--- config.mk ---
export PLATFORM = sky130hd
export DESIGN_NAME = serial_add_ctrl_flat
export DESIGN_NICKNAME = d
export VERILOG_FILES = /design/src/rtl/serial_add_ctrl_if.sv /design/src/rtl/serial_add_ctrl.sv /design/src/flat_wrapper.sv
export SDC_FILE = /design/constraint.sdc
export NUM_CORES = 1
export LEC_CHECK = 0
export ABC_AREA = 1
export CORE_MARGIN = 1.5
export CORE_UTILIZATION = 50
export DETAILED_ROUTE_END_ITERATION = 8
export PLACE_DENSITY = 0.85
export REMOVE_ABC_BUFFERS = 1
export SETUP_SLACK_MARGIN = 0.5
export SLEW_MARGIN = 25
export SYNTH_ARGS = -nofsm -noshare
export SYNTH_HDL_FRONTEND = slang
export SYNTH_SLANG_ARGS = --single-unit
--- constraint.sdc ---
create_clock -name clk -period 1.5 [get_ports clk]
set_clock_uncertainty 0.1 [all_clocks]
set_input_delay 0.375 -clock clk [delete_from_list [all_inputs] [get_ports clk]]
set_output_delay 0.375 -clock clk [all_outputs]
set_load 0.005 [all_outputs]
--- src/rtl/serial_add_ctrl_if.sv ---
// Request/response bundle between a controller and the bit-serial adder.
// The controller side (master) drives start and operands; the adder side
// (slave) returns busy/done and the held result.
// Optional macro SERIAL_ADD_SUB_EN adds the 1-bit sub request line.
interface serial_add_ctrl_if #(
  parameter int WIDTH = 8
);
  logic             start;
  logic [WIDTH-1:0] a;
  logic [WIDTH-1:0] b;
  logic             cin;
`ifdef SERIAL_ADD_SUB_EN
  logic             sub;
`endif
  logic             busy;
  logic             done;
  logic [WIDTH-1:0] sum;
  logic             cout;

  modport master (
`ifdef SERIAL_ADD_SUB_EN
    output sub,
`endif
    output start, a, b, cin,
    input  busy, done, sum, cout
  );

  modport slave (
`ifdef SERIAL_ADD_SUB_EN
    input  sub,
`endif
    input  start, a, b, cin,
    output busy, done, sum, cout
  );
endinterface

--- src/rtl/serial_add_ctrl.sv ---
// Bit-serial adder sequencer: one full-adder slice adds two WIDTH-bit
// operands LSB first, one bit per clock, with a start/busy/done handshake.
// A start accepted at edge k produces done in the cycle after edge k+WIDTH
// and the block is back in IDLE after edge k+WIDTH+1.
// Optional macro SERIAL_ADD_SUB_EN: adds a sub request that computes a-b
// by loading ~b with a carry-in of 1 (cout=1 then means no borrow).
module serial_add_ctrl #(
  parameter int WIDTH = 8,
  parameter int CNT_W = 5
) (
  input  logic              clk,
  input  logic              rst_n,
  serial_add_ctrl_if.slave  bus
);

  typedef enum logic [1:0] {
    S_IDLE = 2'd0,
    S_RUN  = 2'd1,
    S_DONE = 2'd2
  } state_t;

  localparam logic [CNT_W-1:0] LAST_BIT = CNT_W'(WIDTH - 1);

  state_t           state;
  logic [WIDTH-1:0] op_a;
  logic [WIDTH-1:0] op_b;
  logic [WIDTH-1:0] sum_r;
  logic             carry;
  logic             cout_r;
  logic             busy_r;
  logic             done_r;
  logic [CNT_W-1:0] cnt;

  logic             s_bit;
  logic             c_bit;
  logic [WIDTH-1:0] load_b;
  logic             load_c;

  // Single full-adder slice: returns {carry_out, sum_bit}.
  function automatic logic [1:0] fa_slice(input logic x, input logic y,
                                          input logic ci);
    logic s;
    logic c;
    s = x ^ y ^ ci;
    c = (x & y) | (x & ci) | (y & ci);
    return {c, s};
  endfunction

  // The shared slice always looks at the current LSBs and the carry FF.
  always_comb begin
    {c_bit, s_bit} = fa_slice(op_a[0], op_b[0], carry);
  end

`ifdef SERIAL_ADD_SUB_EN
  // Subtraction is a + ~b + 1; cin is ignored for a subtract request.
  always_comb begin
    load_b = bus.b;
    load_c = bus.cin;
    if (bus.sub) begin
      load_b = ~bus.b;
      load_c = 1'b1;
    end
  end
`else
  // Add-only build: operands and carry-in load unchanged.
  always_comb begin
    load_b = bus.b;
    load_c = bus.cin;
  end
`endif

  // Sequencer: operand shifting, carry, counter, result and handshake flags.
  always_ff @(posedge clk or negedge rst_n) begin
    if (!rst_n) begin
      state  <= S_IDLE;
      op_a   <= '0;
      op_b   <= '0;
      sum_r  <= '0;
      carry  <= 1'b0;
      cout_r <= 1'b0;
      busy_r <= 1'b0;
      done_r <= 1'b0;
      cnt    <= '0;
    end else begin
      case (state)
        S_IDLE: begin
          if (bus.start) begin
            op_a   <= bus.a;
            op_b   <= load_b;
            carry  <= load_c;
            sum_r  <= '0;
            cnt    <= '0;
            busy_r <= 1'b1;
            done_r <= 1'b0;
            state  <= S_RUN;
          end
        end

        S_RUN: begin
          // Each result bit enters at the MSB; after WIDTH shifts the LSB
          // computed first has reached bit 0.
          sum_r <= {s_bit, sum_r[WIDTH-1:1]};
          carry <= c_bit;
          op_a  <= {1'b0, op_a[WIDTH-1:1]};
          op_b  <= {1'b0, op_b[WIDTH-1:1]};
          cnt   <= cnt + 1'b1;
          if (cnt == LAST_BIT) begin
            cout_r <= c_bit;
            done_r <= 1'b1;
            state  <= S_DONE;
          end
        end

        S_DONE: begin
          // start is ignored here; a held start is taken on the next IDLE edge.
          done_r <= 1'b0;
          busy_r <= 1'b0;
          state  <= S_IDLE;
        end

        default: begin
          done_r <= 1'b0;
          busy_r <= 1'b0;
          state  <= S_IDLE;
        end
      endcase
    end
  end

  assign bus.busy = busy_r;
  assign bus.done = done_r;
  assign bus.sum  = sum_r;
  assign bus.cout = cout_r;

endmodule

--- src/flat_wrapper.sv ---
// flat-port wrapper written by rule: the top's interface ports become plain ports
module serial_add_ctrl_flat 
#(
  parameter int WIDTH = 8,
  parameter int CNT_W = 5
)
  (clk, rst_n, bus_start, bus_a, bus_b, bus_cin, bus_busy, bus_done, bus_sum, bus_cout);
  serial_add_ctrl_if #(.WIDTH(WIDTH)) bus_i ();
  input  logic clk;
  input  logic rst_n;
  input wire logic [$bits(bus_i.start)-1:0] bus_start;
  input wire logic [$bits(bus_i.a)-1:0] bus_a;
  input wire logic [$bits(bus_i.b)-1:0] bus_b;
  input wire logic [$bits(bus_i.cin)-1:0] bus_cin;
  output wire logic [$bits(bus_i.busy)-1:0] bus_busy;
  output wire logic [$bits(bus_i.done)-1:0] bus_done;
  output wire logic [$bits(bus_i.sum)-1:0] bus_sum;
  output wire logic [$bits(bus_i.cout)-1:0] bus_cout;
  assign bus_i.start = bus_start;
  assign bus_i.a = bus_a;
  assign bus_i.b = bus_b;
  assign bus_i.cin = bus_cin;
  assign bus_busy = bus_i.busy;
  assign bus_done = bus_i.done;
  assign bus_sum = bus_i.sum;
  assign bus_cout = bus_i.cout;
  serial_add_ctrl #(.WIDTH(WIDTH), .CNT_W(CNT_W)) u_core (.clk(clk), .rst_n(rst_n), .bus(bus_i));
endmodule
== Word-level counts from Yosys, hierarchy flattened ==
Index checks and enable logic that the tools add are counted.

* Div/mod/pow operators: 0
* $mul: 0
* Shifts and indexed selects: 0
* Equality and inequality tests: 4
* $add $sub $neg: 1
* Bitwise operators: 8
* Multiplexer cells: 18
* Magnitude comparators: 0
* Reduce and logical (&&, ||, !) cells: 6

{| class="wikitable"
|+ Operators with widths
! kind !! count
|-
| case mux 8 bit (2 select lines) || 3
|-
| two-way mux 8 bit || 3
|-
| case mux 5 bit (2 select lines) || 1
|-
| AND reduction 2 bit || 4
|-
| case mux 1 bit (2 select lines) || 3
|-
| adder 5 x 1 -> 5 bit, second input constant || 1
|-
| == test 5 x 3 -> 1 bit, second input constant || 1
|-
| two-way mux 5 bit || 1
|-
| two-way mux 1 bit || 4
|-
| two-way mux 2 bit || 2
|-
| case mux 2 bit (2 select lines) || 1
|-
| bitwise AND 1 bit || 3
|-
| == test 2 x 1 -> 1 bit, second input constant || 1
|-
| logical NOT 2 bit || 1
|-
| != test 2 x 1 -> 1 bit, second input constant || 1
|-
| != test 2 bit, second input constant || 1
|-
| bitwise OR 1 bit || 2
|-
| nonzero test 2 bit || 1
|-
| bitwise XOR 1 bit || 2
|-
| NOT 1 bit || 1
|}

* Bits in read-only memories: 0
* Input bits: 20
* Memories: 0
* Word-level logic and storage cells: 46
* Latch bits: 0
* Output and inout bits: 11
* Register bits: 35
* Bits in writable memories: 0

== Depth between registers and ports, before layout ==
* Depth after elaboration: 4
* Gate-level depth with buffers: 6
* Mapped depth without buffers: 6

== Worst setup path before layout ==
OpenSTA, ideal clock, no wires.

* Path kind: register -> register
* From: reg u_core.carry
* To: reg u_core.sum_r[7], in the netlist u_core.bus.sum[7]
* Clock period less this slack: 1190 ps
* Path slack: 310 ps
* Stages on the path, launching flop included: 4
* Arrival: 963 ps
* Required time: 1273 ps
* Buffers on the path: 0
* Setup time: 127 ps
* Cells stage by stage: dfrtp_1 inv_1 fa_1 o22ai_1

* Cells in the longest elaborated chain, start to end: 2

{| class="wikitable"
|+ RTL lines
! what !! line !! RTL
|-
| start: declaration || serial_add_ctrl.sv:28 || <nowiki>logic carry;</nowiki>
|-
| start signal: assignment || serial_add_ctrl.sv:90 || <nowiki>carry <= load_c;</nowiki>
|-
| start signal: assignment || serial_add_ctrl.sv:103 || <nowiki>carry <= c_bit;</nowiki>
|-
| bitwise XOR 1 bit || serial_add_ctrl.sv:44 || <nowiki>s = x ^ y ^ ci;</nowiki>
|-
| case mux 8 bit (2 select lines) || serial_add_ctrl.sv:85 || <nowiki>case (state)</nowiki>
|-
| end signal: assignment || serial_add_ctrl.sv:102 || <nowiki>sum_r <= {s_bit, sum_r[WIDTH-1:1]};</nowiki>
|-
| end: declaration || serial_add_ctrl.sv:27 || <nowiki>logic [WIDTH-1:0] sum_r;</nowiki>
|}

Every way passes these cells.
A chain may end at the register's enable or synchronous reset.

==> impl_metrics.env <==
export IMPL_outcome="finished clean"
export IMPL_post_route_drc_count=0
export IMPL_fp_dieH_um=58.5
export IMPL_viasPerCell=5.57
export IMPL_period_share_pct=92.0
export IMPL_path_cells="buf_2"
export IMPL_gp_congestion=0.809
export IMPL_drt_initial_drc_count=77
export IMPL_grt_ovfl_total=0
export IMPL_finalNetCount=254
export IMPL_synth_area_leaders="dfrtp_1 55%, nand3_1 14%, nand2_1 12%, inv_1 4.1%, o22ai_1 2.8%"
export IMPL_wire_per_inst_um=15.8
export IMPL_p_int_mw=2.74
export IMPL_initial_utilization_pct=54.1
export IMPL_hp_class="in -> async"
export IMPL_ios=31
export IMPL_antenna_found_initial=0
export IMPL_finalPower_mw=4.49
export IMPL_grt_setup_unrepaired="true"
export IMPL_std_cell_rows=19
export IMPL_areaGrowthSynthToFinish_pct=44.6
export IMPL_fmax_mhz=724
export IMPL_p_leak_nw=1.12
export IMPL_tightest_slew_ps=253
export IMPL_ys_seq_area_share_pct=55.2
export IMPL_grt_total_usage_pct=23.8
export IMPL_power_switching_mw=1.75
export IMPL_hold_viol=0
export IMPL_via_count=1471
export IMPL_grt_pass1_wl_um=5900
export IMPL_dieArea_mm2=0.00343
export IMPL_ctsLongestPathBuffers=2
export IMPL_cts_buffers=5
export IMPL_maxSlewHeadroom_pct=83.1
export IMPL_cp_start_kind="flop"
export IMPL_p_per_area_mw_per_mm2=2010
export IMPL_cp_required_ps=1020
export IMPL_synth_top_area_share_pct=55.2
export IMPL_cts_tree="yes"
export IMPL_cp_buffers_inverters=1
export IMPL_drv_cap=0
export IMPL_synth_distinct_cells=18
export IMPL_slew_violations=0
export IMPL_syn_inst=176
export IMPL_peakVddDrop_mv=1.07
export IMPL_core_mm2=0.00285
export IMPL_pwr_share_clk_pct=11.8
export IMPL_cts_root_buf="clkbuf_4"
export IMPL_power_frac_seq_pct=35.1
export IMPL_numPortBuffers=30
export IMPL_hold_worst_slack_ps=295
export IMPL_synth_area_per_cell_um2=8.77
export IMPL_setup_viol=0
export IMPL_final_antenna_net_count=0
export IMPL_drive_gt1_share_pct=28.8
export IMPL_htreeDepth=2
export IMPL_clkSlewWorstSetupHoldPaths_ps=100
export IMPL_arrival_ps=910
export IMPL_sw_frac_of_total_pct=39.0
export IMPL_yosysWarnings=0
export IMPL_path_class="reg -> out"
export IMPL_cts_sinks=34
export IMPL_fp_dieW_um=58.5
export IMPL_synth_area_mm2=0.00154
export IMPL_ys_seq_elements=34
export IMPL_yosysTopAreaCell="dfrtp_1"
export IMPL_grt_pass1_vias=1382
export IMPL_critical_path_max_stage_delay_ps=420
export IMPL_crit_family="flip-flops"
export IMPL_hold_buffers=0
export IMPL_cp_max_fo=2
export IMPL_p_comb_share_pct=53.2
export IMPL_grt_max_degree=35
export IMPL_min_period_ps=1380
export IMPL_antenna_cells=0
export IMPL_slowest_stage="dfrtp_1"
export IMPL_routed_wl_um=4180
export IMPL_end_kind="primary output"
export IMPL_hpwl_um=2110
export IMPL_drtPass1Iterations=4
export IMPL_clk_latency_ps=340
-- cells by family after synthesis --
kind of cell	Yosys count	share of synthesized area [%]
DFF	34	55.2
and+or+nand+nor	103	30.7
buffers and inverters	27	7.95
AOI/OAI and AO/OA	10	4.06
adders and majority gates	2	2.11
-- stage by stage --
| stage | TNS, ps | setup WS [ps] | util (%) | instances | area, µm² |
|---|---|---|---|---|---|
| floorplan | 0 | 135 | - | 168 | 1490 |
| detailed placement | -338 | -40.5 | 67.1 | 235 | 1910 |
| global route | 0 | 94.7 | 78.2 | 264 | 2230 |
| CTS | 0 | 133 | 72.7 | 252 | 2070 |
| global placement | -2.02 | -1.89 | 67.1 | 235 | 1910 |
| finish | 0 | 119 | 78.2 | 264 | 2230 |
-- cells in the final DEF, fill, tap and decap left out --
master / count
a21oi_2: 1
buf_12: 4
buf_16: 1
buf_2: 11
buf_4: 16
buf_6: 3
buf_8: 1
clkbuf_1: 1
clkbuf_16: 2
clkbuf_4: 5
clkbuf_8: 1
clkdlybuf4s50_1: 19
clkinv_2: 1
dfrtp_1: 33
dfrtp_2: 1
fa_2: 1
ha_2: 1
inv_1: 13
inv_2: 5
inv_6: 1
nand2_1: 49
nand2_2: 1
nand2_4: 2
nand2_8: 1
nand3_1: 41
nand3_2: 1
nand4_1: 3
nor2_1: 3
nor2_4: 2
o21ai_1: 2
o22ai_1: 2
o22ai_2: 5
-- routing by layer --
metal,up-vias,global-route usage (%),share of wire [%]
met4,0,8.97,2.1
met2,70,41.4,53
li1,689,-,-
met1,701,26.8,37
met5,-,0,0
met3,11,8.13,7.7
-- area by class of cell --
cell class                 instances  area (µm²)
inverter                          19        76.3
timing repair buffer              57         572
clock buffer                       7        55.1
sequential                        34         852
multi-input combinational        115         632
clock inverter                     1        5.00
tap                               31        38.8
fill                             173         622
-- synthesized netlist by cell type --
| library cell | count |
|---|---|
| nand3_1 | 42 |
| ha_1 | 1 |
| inv_1 | 17 |
| nor2_1 | 3 |
| dfrtp_1 | 34 |
| buf_4 | 2 |
| o21ai_1 | 2 |
| fa_1 | 1 |
| nand2_2 | 2 |
| nand2_1 | 50 |
| buf_2 | 5 |
| a21oi_2 | 1 |
| inv_2 | 2 |
| nand4_1 | 3 |
| o22ai_1 | 7 |
| nor2_4 | 2 |
| nand2_4 | 1 |
| buf_6 | 1 |
-- worst paths after layout --
check	start	to	slack, ps	cells after the start
max	u_core.state[1]	bus_done	120	1
min	rst_n	u_core.bus.sum[2]	300	2
max reg2reg	u_core.state[1]	u_core.cnt[2]	150	5
min reg2reg	u_core.op_a[3]	u_core.op_a[2]	410	2
max in group asynchronous	rst_n	u_core.state[0]	810	2
min in group clk	u_core.op_a[3]	u_core.op_a[2]	410	2
-- repair_timing --
item	in CTS	in global routing
gates cloned	1	2
buffers inserted	8	10
gates resized for setup	62	10
pin swaps	3	3
setup endpoints to repair	45	45
-- state kept, by name, summed over array words and instances (netlist names) --
| name | cells |
|---|---|
| u_core.bus.sum | 8 |
| u_core.op_a | 8 |
| u_core.op_b | 8 |
| u_core.cnt | 5 |
| u_core.state | 2 |
| u_core.bus.busy | 1 |
| u_core.bus.cout | 1 |
| u_core.carry | 1 |
-- power by group through the flow --
| stage | Combinational [mW] | Sequential, mW | Clock [mW] |
|---|---|---|---|
| after floorplan | 0.875 | 1.53 | 0 |
| after global placement | 1.43 | 1.55 | 0 |
| after detailed placement | 1.50 | 1.57 | 0 |
| after CTS | 1.85 | 1.54 | 0.530 |
| after global routing | 2.58 | 1.60 | 0.577 |
| final | 2.39 | 1.57 | 0.528 |
Power figures use the tool's default switching activity.
